--- src/rtl/serial_subtractor_pkg.sv ---
`default_nettype none
// ============================================================================
//  Module   : serial_subtractor_pkg
//  Purpose  : Shared header for the serial example designs. Holds the common
//             FSM state encodings used by the bit-serial datapaths.
//  Ports    : none (package)
//  Revision : 1.0 - initial release
// ============================================================================
package serial_subtractor_pkg;

    localparam int unsigned c_STATE_W = 2;

    localparam logic [c_STATE_W-1:0] c_STATE_IDLE = 2'd0;
    localparam logic [c_STATE_W-1:0] c_STATE_RUN  = 2'd1;
    localparam logic [c_STATE_W-1:0] c_STATE_DONE = 2'd2;

endpackage : serial_subtractor_pkg
`default_nettype wire

--- src/rtl/serial_subtractor_half_subtractor.sv ---
`default_nettype none
// ============================================================================
//  Module   : half_subtractor
//  Purpose  : One-bit half subtractor. Two of these plus an OR gate form the
//             per-bit full subtractor of serial_subtractor.
//  Ports    : Input_A    in  1  minuend bit
//             Input_B    in  1  subtrahend bit
//             Difference out 1  Input_A ^ Input_B
//             Borrow     out 1  ~Input_A & Input_B
//  Revision : 1.0 - initial release
// ============================================================================
module half_subtractor (
    input  logic Input_A,
    input  logic Input_B,
    output logic Difference,
    output logic Borrow
);

    assign Difference = Input_A ^ Input_B;
    assign Borrow     = ~Input_A & Input_B;

endmodule : half_subtractor
`default_nettype wire

--- src/rtl/serial_subtractor.sv ---
`default_nettype none
// ============================================================================
//  Module   : serial_subtractor
//  Purpose  : Bit-serial unsigned subtractor. Accepts A and B over a
//             valid/ready handshake, computes A-B LSB-first one bit per clock
//             and returns the difference and final borrow over a second
//             valid/ready handshake.
//  Ports    : Clock       in  1      design clock, rising edge
//             Reset       in  1      asynchronous, active-high reset
//             In_Valid    in  1      operands present
//             In_Ready    out 1      block can accept operands
//             Operand_A   in  WIDTH  minuend, unsigned
//             Operand_B   in  WIDTH  subtrahend, unsigned
//             Out_Valid   out 1      result present
//             Out_Ready   in  1      consumer takes result
//             Difference  out WIDTH  (A-B) mod 2^WIDTH, 0 when Out_Valid=0
//             Borrow      out 1      1 iff A < B, 0 when Out_Valid=0
//             Busy        out 1      operation in progress
//  Revision : 1.0 - initial release
// ============================================================================
module serial_subtractor
    import serial_subtractor_pkg::*;
#(
    parameter int WIDTH = 8
) (
    input  logic             Clock,
    input  logic             Reset,
    input  logic             In_Valid,
    output logic             In_Ready,
    input  logic [WIDTH-1:0] Operand_A,
    input  logic [WIDTH-1:0] Operand_B,
    output logic             Out_Valid,
    input  logic             Out_Ready,
    output logic [WIDTH-1:0] Difference,
    output logic             Borrow,
    output logic             Busy
);

    localparam int CNT_W = $clog2(WIDTH + 1);

    // RUN leaves once the counter has reached WIDTH; the cycle that sees the
    // full count does no arithmetic, giving the WIDTH+1 cycle accept-to-valid
    // latency.
    localparam logic [CNT_W-1:0] c_COUNT_FULL = CNT_W'(WIDTH);

    logic [c_STATE_W-1:0] r_state;
    logic [c_STATE_W-1:0] w_next_state;

    logic [WIDTH-1:0]     r_a;
    logic [WIDTH-1:0]     r_b;
    logic [WIDTH-1:0]     r_result;
    logic                 r_borrow;
    logic [CNT_W-1:0]     r_count;

    logic                 w_accept;
    logic                 w_step;
    logic                 w_hs0_diff;
    logic                 w_hs0_borrow;
    logic                 w_bit_diff;
    logic                 w_hs1_borrow;
    logic                 w_bit_borrow;
    logic [WIDTH:0]       w_result_shift;

    assign w_accept = (r_state == c_STATE_IDLE) && In_Valid;
    assign w_step   = (r_state == c_STATE_RUN) && (r_count != c_COUNT_FULL);

    // ------------------------------------------------------------------
    // Per-bit full subtractor: a0 - b0 - borrow_in
    // ------------------------------------------------------------------
    half_subtractor u_hs_ab (
        .Input_A    (r_a[0]),
        .Input_B    (r_b[0]),
        .Difference (w_hs0_diff),
        .Borrow     (w_hs0_borrow)
    );

    half_subtractor u_hs_bor (
        .Input_A    (w_hs0_diff),
        .Input_B    (r_borrow),
        .Difference (w_bit_diff),
        .Borrow     (w_hs1_borrow)
    );

    assign w_bit_borrow = w_hs0_borrow | w_hs1_borrow;

    // New bit enters at the MSB; written as a wide shift so WIDTH=1 works.
    assign w_result_shift = {w_bit_diff, r_result};

    // ------------------------------------------------------------------
    // FSM: state register
    // ------------------------------------------------------------------
    always_ff @(posedge Clock or posedge Reset) begin
        if (Reset) begin
            r_state <= c_STATE_IDLE;
        end else begin
            r_state <= w_next_state;
        end
    end

    // ------------------------------------------------------------------
    // FSM: next-state logic
    // ------------------------------------------------------------------
    always_comb begin
        w_next_state = r_state;
        case (r_state)
            c_STATE_IDLE: if (In_Valid)                 w_next_state = c_STATE_RUN;
            c_STATE_RUN:  if (r_count == c_COUNT_FULL)  w_next_state = c_STATE_DONE;
            c_STATE_DONE: if (Out_Ready)                w_next_state = c_STATE_IDLE;
            default:                                    w_next_state = c_STATE_IDLE;
        endcase
    end

    // ------------------------------------------------------------------
    // FSM: outputs (result is masked whenever it is not being offered)
    // ------------------------------------------------------------------
    always_comb begin
        In_Ready   = (r_state == c_STATE_IDLE);
        Out_Valid  = (r_state == c_STATE_DONE);
        Busy       = (r_state != c_STATE_IDLE);
        Difference = '0;
        Borrow     = 1'b0;
        if (r_state == c_STATE_DONE) begin
            Difference = r_result;
            Borrow     = r_borrow;
        end
    end

    // ------------------------------------------------------------------
    // Datapath: operand/result shift registers, borrow flop, bit counter
    // ------------------------------------------------------------------
    always_ff @(posedge Clock or posedge Reset) begin
        if (Reset) begin
            r_a      <= '0;
            r_b      <= '0;
            r_result <= '0;
            r_borrow <= 1'b0;
            r_count  <= '0;
        end else if (w_accept) begin
            r_a      <= Operand_A;
            r_b      <= Operand_B;
            r_result <= '0;
            r_borrow <= 1'b0;
            r_count  <= '0;
        end else if (w_step) begin
            r_a      <= r_a >> 1;
            r_b      <= r_b >> 1;
            r_result <= w_result_shift[WIDTH:1];
            r_borrow <= w_bit_borrow;
            r_count  <= r_count + CNT_W'(1);
        end
    end

endmodule : serial_subtractor
`default_nettype wire
--- config.mk ---
export PLATFORM = sky130hd
export DESIGN_NAME = serial_subtractor
export DESIGN_NICKNAME = d
export VERILOG_FILES = /design/src/rtl/serial_subtractor_pkg.sv /design/src/rtl/serial_subtractor_half_subtractor.sv /design/src/rtl/serial_subtractor.sv
export SDC_FILE = /design/constraint.sdc
export NUM_CORES = 1
export LEC_CHECK = 0
export ABC_AREA = 1
export BUFFER_PORTS_ARGS = -buffer_cell sky130_fd_sc_hd__clkbuf_2
export CAP_MARGIN = 20
export CORE_MARGIN = 10
export CORE_UTILIZATION = 58
export CTS_CLUSTER_SIZE = 40
export DETAILED_ROUTE_END_ITERATION = 7
export GPL_TIMING_DRIVEN = 0
export HOLD_SLACK_MARGIN = 0.12
export PLACE_DENSITY = 0.83
export SETUP_SLACK_MARGIN = 0.05
export SLEW_MARGIN = 5
export SYNTH_ARGS = -nofsm -noshare
export SYNTH_HDL_FRONTEND = slang
export SYNTH_SLANG_ARGS = --single-unit
export TNS_END_PERCENT = 1
--- constraint.sdc ---
create_clock -name Clock -period 2.75 [get_ports Clock]
set_clock_uncertainty 0.15 [all_clocks]
set_input_delay 0.55 -clock Clock [delete_from_list [all_inputs] [get_ports Clock]]
set_output_delay 0.55 -clock Clock [all_outputs]
set_load 0.02 [all_outputs]
---- Yosys cells after proc, flatten, opt, wreduce, memory -nomap -nowiden ----
Index checks and enable logic that the tools add are counted.
storage, ports and cells
  register bits after elaboration ......... 31
  word-level logic and storage cells ...... 43
cells by class
  add/subtract/negate cells ............... 1
  eq/ne operators ......................... 7
  multiplexer cells ....................... 16
  bitwise gates (word level) .............. 7
  reduce and logical (&&, ||, !) cells .... 6
operators with widths
  cell                 count
  $mux 8               7
  $mux 4               2
  $mux 2               3
  $pmux 2 s3           1
  $add 4x1->4 const B  1
  $eq 4x4->1 const B   1
  $ne 2x1->1 const B   2
  $ne 4x4->1 const B   1
  $reduce_bool 2->1    2
  $mux 1               3
  $reduce_and 3->1     1
  $and 1x1->1          2
  $eq 2x1->1 const B   1
  $eq 2x2->1 const B   1
  $logic_and 1x1->1    2
  $logic_not 2->1      1
  $ne 2x2->1 const B   1
  $not 1->1            2
  $xor 1x1->1          2
  $or 1x1->1           1

---- Logic depth before layout (Yosys ltp) ----
Gate-level depths: netlist (run 1).
  depth in word-level cells ............... 6
  depth in mapped cells ................... 9
  depth with buffers taken out ............ 8

---- By module ----
A second synthesis (run 1) with hierarchy kept.
unflattened totals
  cells, all modules ...................... 201
  area, all modules ....................... 1591.5 µm²
by module, submodules not included
  module             instances  cells each  area an instance (µm²)
  serial_subtractor  1          195         1551.5
  half_subtractor    2          3           20.0

---- Worst setup path before layout (run 1) ----
No wires, ideal clock.
  path kind ............................... reg-to-output
  start point ............................. reg r_state[0]
  end point ............................... out Borrow
  data arrival time ....................... 1.076 ns
  data required time ...................... 2.050 ns
  setup slack ............................. 0.974 ns
  cell stages (with the launch flop) ...... 5
  buffers on the path ..................... 1
  cell sequence ........................... dfrtp_1 -> inv_1 -> nand2_1 -> clkbuf_1 -> nor2_1
between the ends
  word-level cells in the longest chain between the ends .. 2
ends and longest elaborated chain
  item                    RTL line                  RTL
  from (decl)             serial_subtractor.sv:46   logic [c_STATE_W-1:0] r_state;
  from (signal assigned)  serial_subtractor.sv:94   r_state <= c_STATE_IDLE;
  from (signal assigned)  serial_subtractor.sv:96   r_state <= w_next_state;
  $eq 2x2->1              serial_subtractor.sv:122  if (r_state == c_STATE_DONE) begin
  $mux 1                  serial_subtractor.sv:122
  to (decl)               serial_subtractor.sv:35   output logic Borrow,
No other way between the ends.

---- Final worst setup path (run 1) ----
Ends and elaborated chain as after synthesis.

==> run_results.csv, run 1 <==
group,metric,value,unit
run_status,outcome,"complete, no violations",
global_route,grt_usage,13.7,%
floorplan,start_util,62.9,%
setup_path,crit_chain,"inv_1 -> nand2_1 -> clkbuf_1 -> nor2_1 -> clkbuf_2",
timing,tns,0,ps
global_route,grt_start_max_net_pins,17,
clocking,cts_hold_buf,0,
clocking,postCtsSetupRepairBufs,0,
cells_and_area,drive_gt1_share,21.8,%
setup_path,worstSetupStartpointType,"flop",
clocking,h-tree-depth,2,
synth,yosysWarnings,0,
synth,synthMuxAreaShare,0,%
synth,ys_seq_area_share,48.5,%
synth,synth_area,0.00160,sq mm
synth,synth_seq_cells,31,
global_route,grt-ovfl-total,0,
route,wl_per_cell,12.2,microns
cells_and_area,fillCellCount,204,
route,num_vias,1351,
synth,synthSimpleGateAreaFrac,33.4,%
synth,synth_top_family_by_area,"simple AND/OR/NAND/NOR gates",
synth,synthXorXnorAreaFrac,0.547,%
setup_path,worstSetupEndpointType,"primary output",
cells_and_area,fin_nets,265,
job,maxCapViolations,0,
global_route,grt_pass1_vias,1386,
place,dp_hpwl,2530,microns
setup_path,ff2ff_path_depth,9,
route,drc_errors,0,
setup_path,arrival,1560,ps
setup_path,critPathKind,"flop to primary output",
cells_and_area,diodes,0,
timing,layout_worst_path_cycle_share,82.0,%
route,drt_iter0_markers,98,
timing,max_freq,443,MHz
floorplan,die_area,0.00526,sq mm
setup_path,slowest_delay,420,ps
clocking,clk_pin_slew,90,ps
synth,synth_compound_gate_area_share,4.77,%
floorplan,rows,18,
clocking,cts_resized,0,
place,portBuffers,31,
timing,setup_viol,0,
power,power_density,1030,mW/mm^2
timing,hold_viol,0,
global_route,antenna_found_initial,0,
place,dpl_cell_area,0.00182,sq mm
route,ant_nets,0,
clocking,cts_tree,"yes",
synth,synth_area_per_cell,7.88,sq um
timing,fin_crit,2260,ps
route,routed_wl,3340,microns
cells_and_area,area_delta_synth_final,16.9,%
global_route,grt_pass1_wl,5920,microns
cells_and_area,final_cell_area,0.00187,sq mm
clocking,clkLatencyLatePin,330,ps
timing,slew_headroom,55.4,%
clocking,cts_made_buffers,5,
power,power.leakage,1.04,nW
floorplan,core,0.00254,sq mm
synth,synth_fa_ha_area_share,2.81,%
power,vdd_drop_max,780,uV
floorplan,dieHeight,72.5,microns
clocking,clock_sinks,31,
route,firstDrtPassIters,4,
setup_path,cp.required,2050,ps
synth,synth.distinct_cells,21,
synth,syn_inst,203,
timing,worst_pin_slew,668,ps
setup_path,critPathMaxFanout,10,
clocking,cts_buffer_depth,2,
setup_path,critPathSlowestCell,"dfrtp_1",
worst_hold_path,hp-class,"primary input to asynchronous set/reset pin",
clocking,clock-root-buffer,"clkbuf_4",
timing,grt_setup_unrepaired,"false",
floorplan,die_width,72.5,microns
place,place.gp.congestion,0.776,
floorplan,io_pins,32,
timing,slew_viol_final,0,
route,vias_per_cell,4.95,
synth,synth_fp_nets,226,
-- final timing paths --
path | startpoint | end | slack [ps]
setup / recovery | r_state[0] | Borrow | 490
hold / removal | Reset | r_b[1] | 140
setup reg to reg | r_count[0] | r_b[6] | 1130
hold reg to reg | r_a[3] | r_a[3] | 340
max in group asynchronous | Reset | r_result[3] | 1810
min in group Clock | Out_Ready | r_state[1] | 250
-- cells by family after synthesis --
family,count (synthesis)
buf+inv,30
fa+ha+maj,3
xor+xnor,1
flops,31
simple gates,123
compound gates,15
-- metrics by stage --
step / total power, mW / hold WS [ps] / setup WS, ps / utilization [%] / std cells
2_1_floorplan: 1.45 / 299 / 974 / - / 203
3_3_place_gp: 1.64 / 313 / 874 / 70.5 / 264
3_5_place_dp: 1.68 / 316 / 842 / 71.5 / 265
4_1_cts: 1.93 / 154 / 466 / 73.5 / 273
5_1_grt: 2.09 / 181 / 374 / 73.5 / 273
6_report: 1.92 / 136 / 494 / 73.5 / 273
-- cell usage in the layout, fill, tap and decap left out --
cell      instances
buf_16            1
buf_2             1
buf_4             1
buf_6             5
clkbuf_1          3
clkbuf_2         31
clkbuf_4          5
clkinv_2          1
dfrtp_1          31
fa_1              1
ha_1              2
inv_1            19
inv_2             1
inv_4             2
nand2_1          94
nand2_4           1
nand2_8           2
nand3_1          12
nand4_1           1
nor2_1           11
nor2_4            2
o21ai_0          10
o21ai_1           4
o22ai_1           1
xor2_1            1
-- layer usage --
| metal | GRT usage [%] | up-vias | routed length, microns |
|---|---|---|---|
| li1 | - | 695 | - |
| met1 | 16.0 | 622 | 1480 |
| met2 | 22.0 | 30 | 1630 |
| met3 | 5.99 | 4 | 205 |
| met4 | 4.22 | 0 | 22 |
| met5 | 0 | - | 0 |
-- worst max-delay path: cells and delay by family (launching register included) --
family	cells	cell delay, ps
buffers and inverters	3	570
AND/OR/NAND/NOR	2	240
flip-flops	1	420
-- area by class of cell --
type                            count  area, sq um  area share [%]
Sequential cell                    31          776            41.5
Inverter                           22         87.6            4.68
Multi-Input combinational cell    142          664            35.5
Timing Repair Buffer               32          183            9.77
Tap cell                           30         37.5            2.01
Buffer                              8         72.6            3.88
Clock inverter                      1         5.00           0.268
Clock buffer                        7         45.0            2.41
-- flip-flops by register name, summed over array words and instances (netlist names) --
name      count
r_count       4
r_b           8
r_a           8
r_borrow      1
r_result      8
r_state       2
-- Yosys cell counts --
library cell  count  area [sq um]
buf_2             1          5.00
clkbuf_1          1          3.75
dfrtp_1          31           776
nand2_1          94           353
o21ai_0          10          50.1
o21ai_1           4          20.0
nor2_4            2          22.5
inv_1            19          71.3
nor2_1           11          41.3
nand4_1           1          6.26
nand2_4           1          11.3
ha_1              2          25.0
xor2_1            1          8.76
inv_2             1          3.75
buf_4             1          7.51
inv_4             2          12.5
o22ai_1           1          6.26
fa_1              1          20.0
nand2_8           2          40.0
nand3_1          12          60.1
buf_6             5          56.3
-- power breakdown --
part           leakage, nW  total [mW]  switching, mW  internal, mW
clock               0.0293       0.254          0.155        0.0995
combinational        0.603       0.951          0.604         0.347
sequential           0.409       0.715         0.0947         0.620
total                 1.04        1.92          0.853          1.07
Power figures use the tool's default switching activity.
==> run 2, diff against run 1 <==
--- a/config.mk
+++ b/config.mk
@@ -9,12 +9,12 @@
 export BUFFER_PORTS_ARGS = -buffer_cell sky130_fd_sc_hd__clkbuf_2
 export CAP_MARGIN = 20
 export CORE_MARGIN = 10
-export CORE_UTILIZATION = 58
+export CORE_UTILIZATION = 54
 export CTS_CLUSTER_SIZE = 40
 export DETAILED_ROUTE_END_ITERATION = 7
 export GPL_TIMING_DRIVEN = 0
 export HOLD_SLACK_MARGIN = 0.12
-export PLACE_DENSITY = 0.83
+export PLACE_DENSITY = 0.79
 export SETUP_SLACK_MARGIN = 0.05
 export SLEW_MARGIN = 5
 export SYNTH_ARGS = -nofsm -noshare
==> constraint.sdc (replaced) <==
create_clock -name Clock -period 2.1 [get_ports Clock]
set_clock_uncertainty 0.15 [all_clocks]
set_input_delay 0.42 -clock Clock [delete_from_list [all_inputs] [get_ports Clock]]
set_output_delay 0.42 -clock Clock [all_outputs]
set_load 0.02 [all_outputs]
==> run_results.csv, run 2 (synthesis gave the netlist of run 1 again) <==
group,metric,value,unit
route,wl_per_cell,12.0,microns
route,ant_nets,0,
power,vdd_drop_max,804,uV
cells_and_area,final_cell_area,0.00190,sq mm
timing,max_freq,523,MHz
timing,setup_viol,0,
place,dp_hpwl,2500,microns
cells_and_area,fin_util,67.9,%
global_route,antenna_found_initial,0,
timing,slew_viol_final,0,
clocking,cts_tree,"yes",
timing,hold_viol,0,
route,top_layer,"met4",
cells_and_area,area_delta_synth_final,19.0,%
route,firstDrtPassIters,4,
clocking,postCtsSetupRepairBufs,0,
global_route,grt_pass1_wl,5820,microns
route,met1_length,1500,microns
floorplan,core,0.00281,sq mm
job,maxCapViolations,0,
route,routed_wl,3280,microns
worst_hold_path,hp-class,"primary input to flop",
floorplan,start_util,57.0,%
cells_and_area,drive_gt1_share,22.6,%
clocking,cts_made_buffers,5,
floorplan,io_pins,32,
floorplan,rows,19,
global_route,grt_usage,13.3,%
place,dpl_cell_area,0.00182,sq mm
timing,tns,0,ps
place,place.gp.congestion,0.733,
run_status,outcome,"complete, no violations",
clocking,clk_pin_slew,100,ps
clocking,cts_buffer_depth,2,
cells_and_area,layout.cells.non_filler,274,
floorplan,dieHeight,74.4,microns
cells_and_area,layout_commonest_cell,"nand2_1",
timing,fin_crit,1910,ps
timing,grt_setup_unrepaired,"false",
place,portBuffers,31,
clocking,clock-root-buffer,"clkbuf_4",
setup_path,critPathKind,"flop to primary output",
setup_path,worstSetupEndpointType,"primary output",
power,power.leakage,1.06,nW
route,met2WireLength,1530,microns
global_route,grt_pass1_vias,1363,
setup_path,arrival,1340,ps
setup_path,worstSetupStartpointType,"flop",
timing,worst_pin_slew,729,ps
route,drc_errors,0,
route,num_vias,1337,
route,drt_iter0_markers,59,
setup_path,critPathMaxFanout,11,
clocking,clkLatencyLatePin,340,ps
cells_and_area,fin_nets,265,
place,placed_cells,266,
route,met3_length,193,microns
timing,layout_worst_path_cycle_share,91.1,%
cells_and_area,top_regs,"r_a (8), r_b (8), r_result (8)",
timing,slew_headroom,51.4,%
global_route,grt_start_max_net_pins,17,
cells_and_area,diodes,0,
clocking,clock_sinks,31,
floorplan,die_area,0.00554,sq mm
floorplan,die_width,74.4,microns
route,vias_per_cell,4.88,
cells_and_area,layout_common_cells,"nand2_1, clkbuf_2, dfrtp_1",
setup_path,cp.required,1530,ps
clocking,h-tree-depth,2,
global_route,grt-ovfl-total,0,
power,power_density,1350,mW/mm^2
==> run 2: cell count changes in the layout (fill, tap and decap cells not counted) <==
| cell | delta |
|---|---|
| clkbuf_1 | -2 |
| clkbuf_8 | +2 |
| clkinv_2 | -1 |
| dlygate4sd3_1 | +1 |
| nand2_1 | -1 |
| nand2_4 | +1 |
==> run 2: worst max-delay path, cell delays in order (launching register included) <==
cell      delay (ps)
dfrtp_1          420
inv_1            170
nand2_4          120
nor2_1           110
clkbuf_2         180
==> run 2: final timing paths <==
| kind | start | depth (start not counted) | to | slack, ps |
|---|---|---|---|---|
| worst max-delay path | r_state[0] | 4 | Borrow | 190 |
| worst min-delay path | Out_Ready | 2 | r_state[1] | 130 |
| worst max register to register | r_count[0] | 9 | r_a[2] | 490 |
| worst min register to register | r_a[4] | 2 | r_a[4] | 340 |
| max in group asynchronous | Reset | 4 | r_result[1] | 700 |
| min in group asynchronous | Reset | 3 | r_result[6] | 570 |
==> run 2: power breakdown <==
part           internal [mW]  total (mW)  switching, mW  leakage, nW
Combinational          0.461        1.24          0.776        0.613
Sequential             0.811       0.939          0.127        0.409
Clock                  0.197       0.396          0.200       0.0386
Total                   1.47        2.57           1.10         1.06
==> run 2: timing repair <==
| item | 4_1_cts | 5_1_grt |
|---|---|---|
| gates resized for setup | 1 | 1 |
| endpoints found under the hold margin | 15 | 0 |
| hold buffers | 1 | 0 |
| endpoints found under the setup margin | 10 | 8 |
==> run 2: area by class of cell <==
class | count | area (sq um)
Buffer | 7 | 68.8
Clock buffer | 8 | 68.8
Fill cell | 257 | 901
Inverter | 22 | 87.6
Multi-Input combinational cell | 142 | 672
Sequential cell | 31 | 776
Tap cell | 31 | 38.8
Timing Repair Buffer | 33 | 193
==> run 2: metrics by stage <==
step | hold WS [ps] | power, mW | worst slack (ps)
detailed placement | 316 | 2.20 | 343
CTS | 125 | 2.60 | 127
floorplan | 299 | 1.90 | 454
finish | 129 | 2.57 | 187
global placement | 311 | 2.15 | 362
global route | 131 | 2.84 | 54.6
==> run 2: metal layers <==
| metal | GRT usage, % | up-vias |
|---|---|---|
| met2 | 22.3 | 31 |
| met1 | 15.5 | 602 |
| met3 | 4.52 | 7 |
| li1 | - | 697 |
| met5 | 0 | - |
| met4 | 5.04 | 0 |
==> run 3, diff against run 2 <==
--- a/config.mk
+++ b/config.mk
@@ -6,7 +6,7 @@
 export NUM_CORES = 1
 export LEC_CHECK = 0
 export ABC_AREA = 1
-export BUFFER_PORTS_ARGS = -buffer_cell sky130_fd_sc_hd__clkbuf_2
+export BUFFER_PORTS_ARGS = -buffer_cell sky130_fd_sc_hd__buf_2
 export CAP_MARGIN = 20
 export CORE_MARGIN = 10
 export CORE_UTILIZATION = 54
@@ -19,5 +19,6 @@
 export SLEW_MARGIN = 5
 export SYNTH_ARGS = -nofsm -noshare
 export SYNTH_HDL_FRONTEND = slang
+export SYNTH_HIERARCHICAL = 1
 export SYNTH_SLANG_ARGS = --single-unit
 export TNS_END_PERCENT = 1
==> run_results.csv, run 3 <==
group,metric,value,unit
run_status,outcome,"complete, no violations",
floorplan,rows,19,
clocking,clock-root-buffer,"clkbuf_4",
setup_path,crit_chain,"nor2_4 -> buf_6 -> inv_1 -> buf_2",
route,ant_nets,0,
route,wl_per_cell,12.0,microns
clocking,cts_buffer_depth,2,
route,drc_errors,0,
setup_path,path_buf_inv,3,
setup_path,ff2ff_path_depth,8,
setup_path,r2r_start,"r_count[0]",
setup_path,critPathTopFamily,"flip-flops",
floorplan,io_pins,32,
timing,fin_crit,1950,ps
synth,yosysTopAreaCellShare,48.7,%
cells_and_area,top_regs,"r_a (8), r_b (8), r_result (8)",
synth,synth.most_common_cell,"nand2_1",
cells_and_area,seq_area,776,sq um
setup_path,worstSetupEndpointType,"primary output",
route,routed_wl,3260,microns
synth,yosysTopAreaCell,"dfrtp_1",
cells_and_area,layout_common_cells,"nand2_1, buf_2, dfrtp_1",
power,power.leakage,1.08,nW
setup_path,slowest_delay,420,ps
setup_path,arrival,1380,ps
worst_hold_path,hold_path_end,"r_state[1]",
global_route,antenna_found_initial,0,
route,drt_iter0_markers,51,
route,firstDrtPassIters,4,
place,placed_cells,263,
synth,synth_area,0.00159,sq mm
place,dp_hpwl,2500,microns
timing,slew_viol_final,0,
global_route,grt_pass1_vias,1310,
setup_path,critPathKind,"flop to primary output",
global_route,grt_usage,13.1,%
timing,worst_pin_slew,586,ps
place,place.gp.congestion,0.766,
timing,max_freq,512,MHz
clocking,cts_tree,"yes",
global_route,grt_pass1_wl,5770,microns
cells_and_area,area_delta_synth_final,19.0,%
route,vias_per_cell,4.86,
synth,ys_seq_area_share,48.7,%
cells_and_area,fin_nets,264,
place,portBuffers,30,
cells_and_area,fillCellCount,238,
cells_and_area,layout_commonest_cell,"nand2_1",
synth,yosysWarnings,6,
worst_hold_path,hold-path-cell-count,2,
power,power_density,1430,mW/mm^2
clocking,clkLatencyLatePin,330,ps
job,maxCapViolations,0,
floorplan,die_width,74.3,microns
synth,yosys-top-cells-area,"dfrtp_1, nand2_1, nand3_1",
timing,tns,0,ps
timing,slew_headroom,60.9,%
clocking,clock_sinks,31,
floorplan,start_util,57.2,%
floorplan,die_area,0.00552,sq mm
synth,synth.distinct_cells,22,
setup_path,critPathSlowestCell,"dfrtp_1",
floorplan,dieHeight,74.3,microns
cells_and_area,drive_gt1_share,23.2,%
timing,layout_worst_path_cycle_share,92.9,%
cells_and_area,diodes,0,
clocking,postCtsSetupRepairBufs,0,
clocking,cts_made_buffers,5,
setup_path,critPathMaxFanout,10,
synth,synthArstFlopShare,100,%
global_route,grt-ovfl-total,0,
setup_path,r2r_end,"r_count[0]",
synth,synth_area_per_cell,7.92,sq um
timing,setup_viol,0,
synth,synth_enable_flop_cells,0,
cells_and_area,multi_input_area,646,sq um
synth,synth_fp_nets,225,
synth,synth_ff_type,"dfrtp_1",
synth,synth_seq_cells,31,
timing,hold_viol,0,
worst_hold_path,hp-class,"primary input to flop",
setup_path,ff2ff_setup_slack,440,ps
global_route,grt_start_max_net_pins,20,
setup_path,worstSetupStartpointType,"flop",
synth,syn_inst,201,
clocking,clk_pin_slew,90,ps
floorplan,core,0.00278,sq mm
route,num_vias,1323,
cells_and_area,layout.cells.non_filler,272,
setup_path,cp.required,1530,ps
clocking,h-tree-depth,2,
power,vdd_drop_max,954,uV
worst_hold_path,hp-start,"Out_Ready",
timing,grt_setup_unrepaired,"false",
synth,synth_common_cells,"nand2_1, dfrtp_1, inv_1, nand3_1, nor2_1",
-- run 3: final cells by class --
type / count / area share (%)
buffer: 9 / 4.03
clock buffer: 8 / 3.63
inverter: 26 / 5.35
multi-input combinational: 135 / 34.1
sequential: 31 / 41.0
tap: 31 / 2.05
timing repair buffer: 32 / 9.91
-- run 3: kinds of logic after synthesis --
family,synth area share (%)
AND/OR/NAND/NOR,31.1
buffers and inverters,10.7
flip-flops,48.7
AO/OA/AOI/OAI,5.82
adder cells (fa/ha/maj),3.14
XOR/XNOR,0.550
-- run 3: through the flow --
| stage | total power, mW | hold WS [ps] | worst slack [ps] | cell area [sq um] | utilization, % |
|---|---|---|---|---|---|
| after detailed placement | 2.31 | 309 | 406 | 1810 | 65.0 |
| after global placement | 2.27 | 306 | 412 | 1780 | 64.0 |
| final | 2.71 | 119 | 148 | 1890 | 68.1 |
| after floorplan | 1.99 | 292 | 507 | 1590 | - |
| after global routing | 2.96 | 143 | 64.5 | 1890 | 68.1 |
| after CTS | 2.71 | 122 | 59.1 | 1890 | 67.8 |
-- run 3: how the worst max path moves through the flow --
stage,endpoint,cells after the start,from,slack (ps)
finish,Busy,4,r_state[0],150
global route,Busy,4,r_state[0],60
CTS,Busy,4,r_state[0],60
detailed placement,Busy,4,r_state[1],410
global placement,Busy,4,r_state[1],410
floorplan,Busy,3,r_state[1],510
-- run 3: repair_timing --
item,4_1_cts,5_1_grt
endpoints found under the hold margin,12,0
pin swaps,1,0
hold buffers,1,0
setup endpoints to repair,1,12
gates resized for setup,0,5
-- run 3: layer usage --
| metal | vias up | GRT usage (%) | wire length, microns |
|---|---|---|---|
| met3 | 6 | 4.39 | 157 |
| met2 | 22 | 20.9 | 1590 |
| met1 | 592 | 15.7 | 1480 |
| li1 | 703 | - | - |
| met5 | - | 0 | 0 |
| met4 | 0 | 5.69 | 44 |
-- run 3: where the power goes --
part           switching (mW)  leakage (nW)  total (mW)  internal [mW]
sequential              0.134         0.406       0.972          0.838
clock                   0.204        0.0386       0.401          0.197
combinational           0.833         0.634        1.34          0.504
-- run 3: worst register-to-register path: cells and delay by family, from the launching register on --
kind | cells | cell delay [ps]
AND/OR/NAND/NOR | 3 | 410
AO/OA/AOI/OAI | 1 | 40
flip-flops | 1 | 450
buffers and inverters | 3 | 330
adder cells (fa/ha/maj) | 1 | 170
